File: config.mk
export PLATFORM = sky130hd
export DESIGN_NAME = obstacle_timer_sched
export DESIGN_NICKNAME = d
export VERILOG_FILES = /design/src/rtl/obstacle_timer_sched.sv
export SDC_FILE = /design/constraint.sdc
export NUM_CORES = 1
export LEC_CHECK = 0
export BUFFER_PORTS_ARGS = -buffer_cell sky130_fd_sc_hd__buf_4
export CAP_MARGIN = 10
export CORE_MARGIN = 2
export CORE_UTILIZATION = 45
export DETAILED_ROUTE_END_ITERATION = 8
export PLACE_DENSITY = 0.86
export SETUP_SLACK_MARGIN = 0.2
export SLEW_MARGIN = 25
export SYNTH_ARGS = -nofsm -noshare
export SYNTH_HDL_FRONTEND = slang
export SYNTH_SLANG_ARGS = --single-unit
File: constraint.sdc
create_clock -name clk -period 3.94 [get_ports clk]
set_clock_uncertainty 0.15 [all_clocks]
set_input_delay 0 -clock clk [delete_from_list [all_inputs] [get_ports clk]]
set_output_delay 0 -clock clk [all_outputs]
set_load 0.01 [all_outputs]
File: src/rtl/obstacle_timer_sched.sv
// obstacle_timer_sched
// ---------------------------------------------------------------------------
// Scheduler/arbiter for the shared loadable down counter that times obstacle
// gaps. Two requesters (0 = ground, 1 = air) ask for a countdown; the block
// grants round-robin, loads the counter, waits for it to reach zero and
// reports completion with the winner's ID. It is the only driver of the
// counter's load_en/data and never resets the counter itself.
//
// Ports
//   clk, rst_n     : clock, synchronous active-low reset
//   req[1:0]       : level requests, bit i = requester i
//   req_val0/1     : countdown length per requester (sampled at arbitration)
//   abort          : cancel the countdown in progress (honoured in RUN only)
//   gnt[1:0]       : one-hot, one-cycle grant pulse (coincides with load)
//   busy           : high whenever the FSM is not IDLE
//   done, done_id  : one-cycle completion pulse and winner ID
//   cnt_load_en    : counter load enable
//   cnt_data       : counter load value
//   cnt_out        : counter current value
//   err            : (only with OBST_TIMER_SCHED_CHECK_EN) sticky flag set
//                    when cnt_out departs from the expected countdown
//
// Optional feature macro: OBST_TIMER_SCHED_CHECK_EN
//
// Handshake: req is a level; the requester drops it on seeing its gnt bit.
// A req still high when the FSM returns to IDLE counts as a new request.
// All outputs are registered.
// ---------------------------------------------------------------------------
module obstacle_timer_sched #(
    parameter int BITS = 9
) (
    input  logic            clk,
    input  logic            rst_n,
    input  logic [1:0]      req,
    input  logic [BITS-1:0] req_val0,
    input  logic [BITS-1:0] req_val1,
    input  logic            abort,
    output logic [1:0]      gnt,
    output logic            busy,
    output logic            done,
    output logic            done_id,
    output logic            cnt_load_en,
    output logic [BITS-1:0] cnt_data,
    input  logic [BITS-1:0] cnt_out
`ifdef OBST_TIMER_SCHED_CHECK_EN
    ,
    output logic            err
`endif
);

    typedef enum logic [1:0] {
        IDLE = 2'd0,
        LOAD = 2'd1,
        RUN  = 2'd2,
        DONE = 2'd3
    } state_t;

    state_t          state_q;
    logic            rr_last_q;
    logic            winner_q;
    logic [1:0]      gnt_q;
    logic            busy_q;
    logic            done_q;
    logic            done_id_q;
    logic            cnt_load_en_q;
    logic [BITS-1:0] cnt_data_q;

    logic            winner_d;
    logic [BITS-1:0] val_d;

`ifdef OBST_TIMER_SCHED_CHECK_EN
    logic [BITS-1:0] exp_q;
    logic            err_q;
`endif

    // Arbitration: a lone requester wins; on a tie the one that did not win
    // last time goes first.
    always_comb begin
        winner_d = 1'b0;
        case (req)
            2'b01:   winner_d = 1'b0;
            2'b10:   winner_d = 1'b1;
            2'b11:   winner_d = ~rr_last_q;
            default: winner_d = 1'b0;
        endcase
        val_d = winner_d ? req_val1 : req_val0;
    end

    always_ff @(posedge clk) begin
        if (!rst_n) begin
            state_q       <= IDLE;
            rr_last_q     <= 1'b1;
            winner_q      <= 1'b0;
            gnt_q         <= 2'b00;
            busy_q        <= 1'b0;
            done_q        <= 1'b0;
            done_id_q     <= 1'b0;
            cnt_load_en_q <= 1'b0;
            cnt_data_q    <= '0;
`ifdef OBST_TIMER_SCHED_CHECK_EN
            exp_q         <= '0;
            err_q         <= 1'b0;
`endif
        end else begin
            // Pulse outputs default low; each state raises what it needs.
            gnt_q         <= 2'b00;
            done_q        <= 1'b0;
            cnt_load_en_q <= 1'b0;
            case (state_q)
                IDLE: begin
                    if (req != 2'b00) begin
                        state_q       <= LOAD;
                        winner_q      <= winner_d;
                        rr_last_q     <= winner_d;
                        cnt_data_q    <= val_d;
                        gnt_q         <= {winner_d, ~winner_d};
                        cnt_load_en_q <= 1'b1;
                        busy_q        <= 1'b1;
                    end
                end
                LOAD: begin
                    state_q <= RUN;
`ifdef OBST_TIMER_SCHED_CHECK_EN
                    exp_q   <= cnt_data_q;
`endif
                end
                RUN: begin
`ifdef OBST_TIMER_SCHED_CHECK_EN
                    exp_q <= exp_q - BITS'(1);
`endif
                    if (abort) begin
                        // Abort beats a simultaneous zero: no done pulse.
                        state_q <= IDLE;
                        busy_q  <= 1'b0;
`ifdef OBST_TIMER_SCHED_CHECK_EN
                    end else if (cnt_out != exp_q) begin
                        // Counter diverged from the loaded countdown.
                        err_q   <= 1'b1;
                        state_q <= IDLE;
                        busy_q  <= 1'b0;
`endif
                    end else if (cnt_out == '0) begin
                        state_q   <= DONE;
                        done_q    <= 1'b1;
                        done_id_q <= winner_q;
                    end
                end
                DONE: begin
                    state_q <= IDLE;
                    busy_q  <= 1'b0;
                end
                default: begin
                    state_q <= IDLE;
                    busy_q  <= 1'b0;
                end
            endcase
        end
    end

    assign gnt         = gnt_q;
    assign busy        = busy_q;
    assign done        = done_q;
    assign done_id     = done_id_q;
    assign cnt_load_en = cnt_load_en_q;
    assign cnt_data    = cnt_data_q;
`ifdef OBST_TIMER_SCHED_CHECK_EN
    assign err         = err_q;
`endif

endmodule
==> out/results.txt, run 1 <==
run status = complete, no violations
Fin. Hold Viols = 0
switching share of total power = 30.8%
leading cell types in the layout, fill and taps excluded = 47 x buf_4, 28 x dlygate4sd3_1, 19 x dfxtp_1
hold slack = 0.0528 ns
post-synth top area share = 47.1%
P_leak = 0.654 nW
Post-Syn Area = 808 µm²
Arr. time, crit path = 3.03 ns
vias per cell = 5.34
NumNets Final = 191
setup tns final = 0 ns
met2 Use GR = 52.5%
Routed WL = 3120 µm
unrepaired setup endpoints after global routing = false
WL/cell = 17.0 µm
Min Clock Period, post-route = 2.97 ns
Comb pwr share = 31.6%
Cell Count Post-Placement = 151
Non-Filler Instances = 183
Worst-path clk slew = 0.12 ns
Hold Crit Class = in -> reg
Starting Density = 47.3%
Syn Area/Cell = 9.62 µm²
Critical Path Start Type = input pin
root buf cell = clkbuf_4
Die Y = 46.4 µm
DR vias = 977
crit share post-route = 75.5%
clock network power share = 21.7%
CTS tree = yes
pre-CTS setup slack = 2.21 ns
grt ovf = 0
hold_buf cts = 28
first-pass GRT wire length = 4640 µm
Seq/Total Area, Yosys = 47.1%
pwr dens = 327 mW/mm²
H-Tree Depth = 1
CTS sink cnt = 19
Least-Margin Pin Slew = 0.892 ns
maximum clock insertion buffer count = 2
share of cells above drive strength 1 = 36.1%
Top Usage Layer GRT = met2
largest net degree at the start of global routing = 15
GR Util All Layers = 31.3%
Area Growth Syn to Fin = 83.7%
clk_lat worst skew = 0.31 ns
fmax = 336 MHz
Post-CTS Setup Inserts = 0
antenna violations before repair = 0
sequential share of power = 46.8%
Synth cell types = 25
Detailed Routing Iterations Pass 1 = 7
total power = 0.000486 W
Slew HR = 40.3%
crit path max fanout = 3
worst setup margin = 0.967 ns
DRC viols = 0
initial DRC count = 55
MaxCap Viol Count = 0
Antenna Violating Nets Remaining = 0
syn nets = 116
top cells by area, synth = dfxtp_1 47%, mux2i_1 12%, a211oi_1 8.4%
placeable core area = 0.00171 mm²
CTS Buf Count = 3
Psw = 0.000150 W
DPL Wire Length = 1490 µm
antenna cells = 0
# port buffers = 46
Worst Setup End Kind = register
Setup Viol. Count Final = 0
vias in the first global route = 966
Peak VDD IR = 0.000238 V
GR Layer Usage met3 = 4.31%
FP Rows = 15
Worst Path Required = 3.99 ns
largest area contributor in the netlist = dfxtp_1
commonest non-fill, non-tap cell in the layout = buf_4
#FFs+latches synth = 19
die area = 0.00215 mm²
post_cts resized = 0
Ys Warns = 0
die width = 46.4 µm
Final Max Slew Viols = 0
# IOs = 47
Reg2Reg Depth = 4
Setup Crit Path Kind = in -> reg
met1 usage = 40.4%
Hold Path Stages = 4
gp weighted congestion = 0.724
post-synthesis cell count = 84
Pint = 0.000336 W
[per-layer routing]
metal / wire (µm) / vias up
met5: 0 / -
met4: 55 / 0
met3: 210 / 8
met2: 1620 / 55
met1: 1230 / 455
li1: - / 459
[critical path: stages]
cell           delay, ns
dlygate4sd3_1       0.54
buf_4               0.13
or4_4               0.40
dlygate4sd3_1       0.61
o41a_1              0.39
dlygate4sd3_1       0.60
a2111oi_2           0.35
[layout make-up]
cell class	count	area (µm²)
repair buffers	75	633
multi-input cells	58	405
flip-flops and latches	19	380
fillers	88	223
well taps	25	31.3
clock buffers	3	22.5
inverters	2	7.51
clock inverters	1	5.00
[final timing paths]
kind / start / slack [ns] / to
min: req[0] / 0.05 / gnt[0]$_SDFF_PN0_
max: cnt_out[7] / 0.97 / state_q[0]$_SDFFE_PN0P_
min reg2reg: done_id$_SDFFE_PN0P_ / 0.32 / done_id$_SDFFE_PN0P_
max reg2reg: state_q[1]$_SDFFE_PN0P_ / 1.69 / done_id$_SDFFE_PN0P_
[registers in the layout, summed over array words and instances, names as in the netlist]
register and cells:
gnt 2, done_id 1, done 1, state_q 2, rr_last_q 1, cnt_data 9
winner_q 1, busy 1, cnt_load_en 1
[synth_stat cells]
cell and count:
buf_2 1, a21oi_1 12, or2_2 2, or4_4 1, o21ai_0 2, a2111oi_2 1, and2_1 1, nor4_1 1
nand2_1 4, or3_2 1, dfxtp_1 19, and3_1 2, o41a_1 1, inv_1 2, mux2i_1 10, a22oi_1 1
nor3b_1 1, o31ai_1 1, nor3_1 1, a211oi_1 9, clkbuf_1 4, nor4b_1 1, nor2b_1 1, a21boi_0 1
nor2_1 4
[stage by stage]
step | util, % | area (µm²)
6_report | 87.0 | 1490
5_1_grt | 87.0 | 1490
4_1_cts | 86.7 | 1480
3_5_place_dp | 68.6 | 1170
3_3_place_gp | 68.6 | 1170
2_1_floorplan | - | 808
[logic make-up after synthesis]
logic type / Yosys count / share of synthesized area (%)
buffers and inverters: 7 / 3.40
DFF: 19 / 47.1
and+or+nand+nor: 20 / 14.1
AOI/OAI and AO/OA: 28 / 23.1
muxes: 10 / 12.4
[power by group through the flow]
stage	combinational [W]	clock [W]	sequential (W)
after global placement	0.000115	0	0.000228
after floorplan	0.0000534	0	0.000233
final	0.000153	0.000105	0.000227
after global routing	0.000163	0.000114	0.000229
after CTS	0.000143	0.000101	0.000225
after detailed placement	0.000118	0	0.000229
No activity file was read; power rests on OpenSTA's default activity.
==> run 2: changes to the inputs <==
ABC_AREA = 1   (was not set)
CORE_UTILIZATION = 42   (was 45)
PLACE_DENSITY = 0.8   (was 0.86)
clock period = 2.9 ns   (was 3.94 ns; I/O delays follow)
==> run 2 against run 1 <==
Critical path depth grew 1. Clock power grew 26%. Combinational power increased by 65%. Sequential power up 40%. Cell count is 15% higher. Via count grew 5.1%. Sequential share of layout area decreased by 0.30 points. Critical path type unchanged.
==> out/results.txt, run 2 <==
run status = complete, no violations
Starting Density = 43.9%
syn nets = 141
Peak VDD IR = 0.000379 V
hold slack = 0.132 ns
grt ovf = 0
Worst Setup End Kind = register
initial DRC count = 15
maximum clock insertion buffer count = 2
Antenna Violating Nets Remaining = 0
Syn Area/Cell = 7.74 µm²
DRC viols = 0
# IOs = 47
Final Cell Area = 0.00150 mm²
Synth cell types = 20
crit share post-route = 88.9%
Ys Warns = 0
share of cells above drive strength 1 = 35.0%
Min Clock Period, post-route = 2.58 ns
Seq/Total Area, Yosys = 45.1%
Final Max Slew Viols = 0
Post-synth EDFFs = 0
CTS Buf Count = 3
Post-synth top cells = 34 x nand2_1, 19 x dfxtp_1, 10 x o21ai_0
commonest non-fill, non-tap cell in the layout = buf_4
CTS tree = yes
max reg flops = 9
flop2flop setup slack = 0.77 ns
DR vias = 1027
ys async rst share = 0%
Slew HR = 74.0%
MaxCap Viol Count = 0
post-synth top area share = 45.1%
unrepaired setup endpoints after global routing = false
FP Rows = 16
Worst-path clk slew = 0.10 ns
leading cell types in the layout, fill and taps excluded = 46 x buf_4, 34 x nand2_1, 28 x dlygate4sd3_1
Setup Crit Path Kind = in -> reg
NumNets Final = 216
fmax = 388 MHz
# port buffers = 46
GR Util All Layers = 24.0%
P_leak = 0.725 nW
antenna violations before repair = 0
Post-CTS Setup Inserts = 0
die area = 0.00238 mm²
top cells by area, synth = dfxtp_1 45%, nand2_1 15%, a31oi_1 6.7%
H-Tree Depth = 1
CTS sink cnt = 19
largest net degree at the start of global routing = 20
count leader, synth = nand2_1
pwr dens = 468 mW/mm²
Least-Margin Pin Slew = 0.389 ns
Critical Path Start Type = input pin
first-pass GRT wire length = 4350 µm
crit path max fanout = 3
Detailed Routing Iterations Pass 1 = 4
placeable core area = 0.00192 mm²
vias in the first global route = 1030
ys flop type = dfxtp_1
setup tns final = 0 ns
Worst Path Required = 3.00 ns
die width = 48.8 µm
root buf cell = clkbuf_4
#FFs+latches synth = 19
DPL Wire Length = 1410 µm
WL met2 = 1370 µm
antenna cells = 0
wl on met1 = 949 µm
Setup Viol. Count Final = 0
gp weighted congestion = 0.749
WL/cell = 12.3 µm
Post-Syn Area = 843 µm²
Fin. Hold Viols = 0
vias per cell = 4.89
clk_lat worst skew = 0.30 ns
Area after DPL = 0.00120 mm²
Arr. time, crit path = 2.68 ns
met3 routed WL = 191 µm
Die Y = 48.8 µm
largest area contributor in the netlist = dfxtp_1
post-synthesis cell count = 109
Routed WL = 2580 µm
Area Growth Syn to Fin = 78.2%
DR top layer = met4
Hold Crit Class = in -> reg
Filler cells = 135
-- run 2: path summary, 6_finish.rpt --
| kind | from | end | cells past startpoint |
|---|---|---|---|
| setup / recovery | cnt_out[8] | done$_SDFF_PP0_ | 8 |
| hold / removal | req[0] | gnt[1]$_SDFF_PN0_ | 4 |
| setup reg to reg | state_q[0]$_SDFFE_PN0P_ | done$_SDFF_PP0_ | 7 |
| hold reg to reg | winner_q$_SDFFE_PN0P_ | winner_q$_SDFFE_PN0P_ | 2 |
-- run 2: kinds of logic after synthesis --
| group | after synthesis | synth area share [%] |
|---|---|---|
| buffers and inverters | 15 | 8.01 |
| and+or+nand+nor | 54 | 32.6 |
| DFF | 19 | 45.1 |
| AOI/OAI and AO/OA | 21 | 14.2 |
-- run 2: repair_timing --
action | 4_1_cts | 5_1_grt
gates resized for setup | 0 | 0
endpoints found under the hold margin | 17 | 0
hold buffers | 28 | 0
-- run 2: area by class of cell --
| type | instances | area [µm²] | share of cell area (%) |
|---|---|---|---|
| clock buffers | 4 | 26.3 | 1.75 |
| inverters | 11 | 41.3 | 2.75 |
| multi-input cells | 75 | 395 | 26.3 |
| flip-flops and latches | 19 | 380 | 25.3 |
| well taps | 27 | 33.8 | 2.25 |
| repair buffers | 74 | 626 | 41.6 |
-- run 2: metrics by stage --
stage,power (W),utilization [%],setup slack [ns],instances
floorplan,0.000433,-,1.83,109
global placement,0.000515,62.2,1.66,178
detailed placement,0.000519,62.2,1.58,178
CTS,0.000697,78.2,0.341,210
global route,0.000740,78.2,0.209,210
finish,0.000703,78.2,0.322,210
-- run 2: power breakdown --
| group | internal, W | total [W] | switching, W |
|---|---|---|---|
| sequential | 0.000297 | 0.000318 | 0.0000211 |
| clock | 0.0000537 | 0.000132 | 0.0000782 |
| combinational | 0.000135 | 0.000253 | 0.000119 |
-- run 2: worst max-delay path, stage by stage --
cell and delay (ns):
dlygate4sd3_1 0.54, buf_4 0.14, nor3_4 0.09, dlygate4sd3_1 0.63
nand3_2 0.08, dlygate4sd3_1 0.58, nor2_1 0.08, dlygate4sd3_1 0.53
-- run 2: metal layers --
metal	up-vias	GRT usage, %
li1	502	-
met3	7	5.83
met4	0	12.9
met2	54	43.4
met5	-	0
met1	464	25.4
==> run 3: changes to the inputs <==
CORE_MARGIN = not set   (was 2)
==> run 3 against run 2 <==
Global-route usage grew 3.0 points. First-iteration DRC count grew 150%. Largest power group unchanged. Setup slack better by 0.40 ns. Critical endpoint unchanged.
==> out/results.txt, run 3 (synthesis gave the netlist of run 2 again) <==
run status = complete, no violations
Post-CTS Setup Inserts = 0
maximum clock insertion buffer count = 2
Antenna Violating Nets Remaining = 0
gp weighted congestion = 0.726
max reg flops = 9
DPL Wire Length = 1380 µm
commonest non-fill, non-tap cell in the layout = buf_4
post_cts resized = 0
vias in the first global route = 933
Peak VDD IR = 0.000417 V
Area after DPL = 0.00119 mm²
NumNets Final = 215
die width = 46.8 µm
Hold Startpoint = req[1]
vias per cell = 5.04
FP Rows = 15
DR vias = 1043
# port buffers = 46
share of cells above drive strength 1 = 35.2%
Final Cell Area = 0.00149 mm²
Starting Density = 46.8%
initial DRC count = 37
Arr. time, crit path = 2.28 ns
Routed WL = 2640 µm
fmax = 459 MHz
WL/cell = 12.8 µm
flop2flop setup slack = 0.72 ns
pwr dens = 472 mW/mm²
CP most frequent cell = dlygate4sd3_1
antenna violations before repair = 0
Setup Crit Path Kind = reg -> reg
crit share post-route = 75.2%
Fin. Hold Viols = 0
Critical Path Sink = done$_SDFF_PP0_
Reg2Reg Depth = 7
placeable core area = 0.00180 mm²
CTS Buf Count = 3
r2r startpoint = state_q[0]$_SDFFE_PN0P_
DRC viols = 0
Final Max Slew Viols = 0
Worst Setup SP = state_q[0]$_SDFFE_PN0P_
Worst-path clk slew = 0.10 ns
Worst Path Required = 3.00 ns
Die Y = 46.8 µm
GR Util All Layers = 27.0%
antenna cells = 0
setup tns final = 0 ns
Cell Count Post-Placement = 176
CTS sink cnt = 19
CTS tree = yes
worst setup margin = 0.721 ns
MaxCap Viol Count = 0
P_leak = 0.719 nW
reg2reg end = done$_SDFF_PP0_
Slew HR = 72.9%
largest net degree at the start of global routing = 20
Hold Crit Class = in -> reg
H-Tree Depth = 1
# IOs = 47
Area Growth Syn to Fin = 76.7%
grt ovf = 0
pre-CTS setup slack = 1.60 ns
Worst Setup End Kind = register
first-pass GRT wire length = 3970 µm
Setup Viol. Count Final = 0
Detailed Routing Iterations Pass 1 = 4
crit-path max cell delay = 0.58 ns
unrepaired setup endpoints after global routing = false
Least-Margin Pin Slew = 0.405 ns
Critical Path Start Type = register
clk_lat worst skew = 0.29 ns
hold slack = 0.0938 ns
root buf cell = clkbuf_4
Min Clock Period, post-route = 2.18 ns
Critical-path top delay cell = dlygate4sd3_1
crit path max fanout = 4
die area = 0.00219 mm²
CP cell instances = inv_2 > nand2_1 > nor2_2 > nand3_2 > dlygate4sd3_1 > nor2_1 > dlygate4sd3_1
leading cell types in the layout, fill and taps excluded = 46 x buf_4, 34 x nand2_1, 27 x dlygate4sd3_1
Non-Filler Instances = 207
==> run 3: cell types whose count changed in the layout (fill, tap and decap cells not counted), sizes merged <==
cell,previous run,this run
dlygate4sd3,28,27
==> run 3: repair_timing <==
action                                  in CTS  in global routing
hold buffers                                28                  0
endpoints found under the setup margin       0                  1
hold endpoints to repair                    17                  0
==> run 3: where the power goes <==
group / internal (W) / switching, W / leakage [nW]
Clock: 0.0000536 / 0.0000803 / 0.0150
Combinational: 0.000134 / 0.000120 / 0.547
Sequential: 0.000297 / 0.0000199 / 0.157
==> run 3: how the worst min path moves through the flow <==
stage | depth (start not counted) | end
after global routing | 3 | gnt[1]$_SDFF_PN0_
after floorplan | 2 | cnt_data[0]$_SDFFE_PN0P_
after CTS | 3 | gnt[1]$_SDFF_PN0_
after global placement | 4 | done$_SDFF_PP0_
final | 3 | gnt[1]$_SDFF_PN0_
after detailed placement | 3 | cnt_data[8]$_SDFFE_PN0P_
==> run 3: critical path, delay by kind of cell, from the launching register on <==
family	cells	cell delay, ns
buf+inv	3	1.20
flops	1	0.33
simple gates	4	0.45
==> run 3: metal layers <==
metal / share of wire (%) / routed length [µm] / up-vias / track usage [%]
li1: - / - / 499 / -
met1: 34 / 902 / 457 / 28.5
met2: 51 / 1350 / 75 / 49.4
met3: 12 / 306 / 12 / 6.92
met4: 3.0 / 80 / 0 / 13.1
met5: 0 / 0 / - / 0
==> run 3: final cells by class <==
cell class,instances,area (µm²)
well taps,25,31.3
flip-flops and latches,19,380
inverters,11,41.3
clock buffers,4,26.3
fillers,103,312
repair buffers,73,616
multi-input cells,75,395
==> run 3: per-stage QoR <==
step	util [%]	total power, W
floorplan	-	0.000433
global placement	66.3	0.000515
detailed placement	66.3	0.000519
CTS	83.3	0.000692
global route	82.7	0.000737
finish	82.7	0.000704
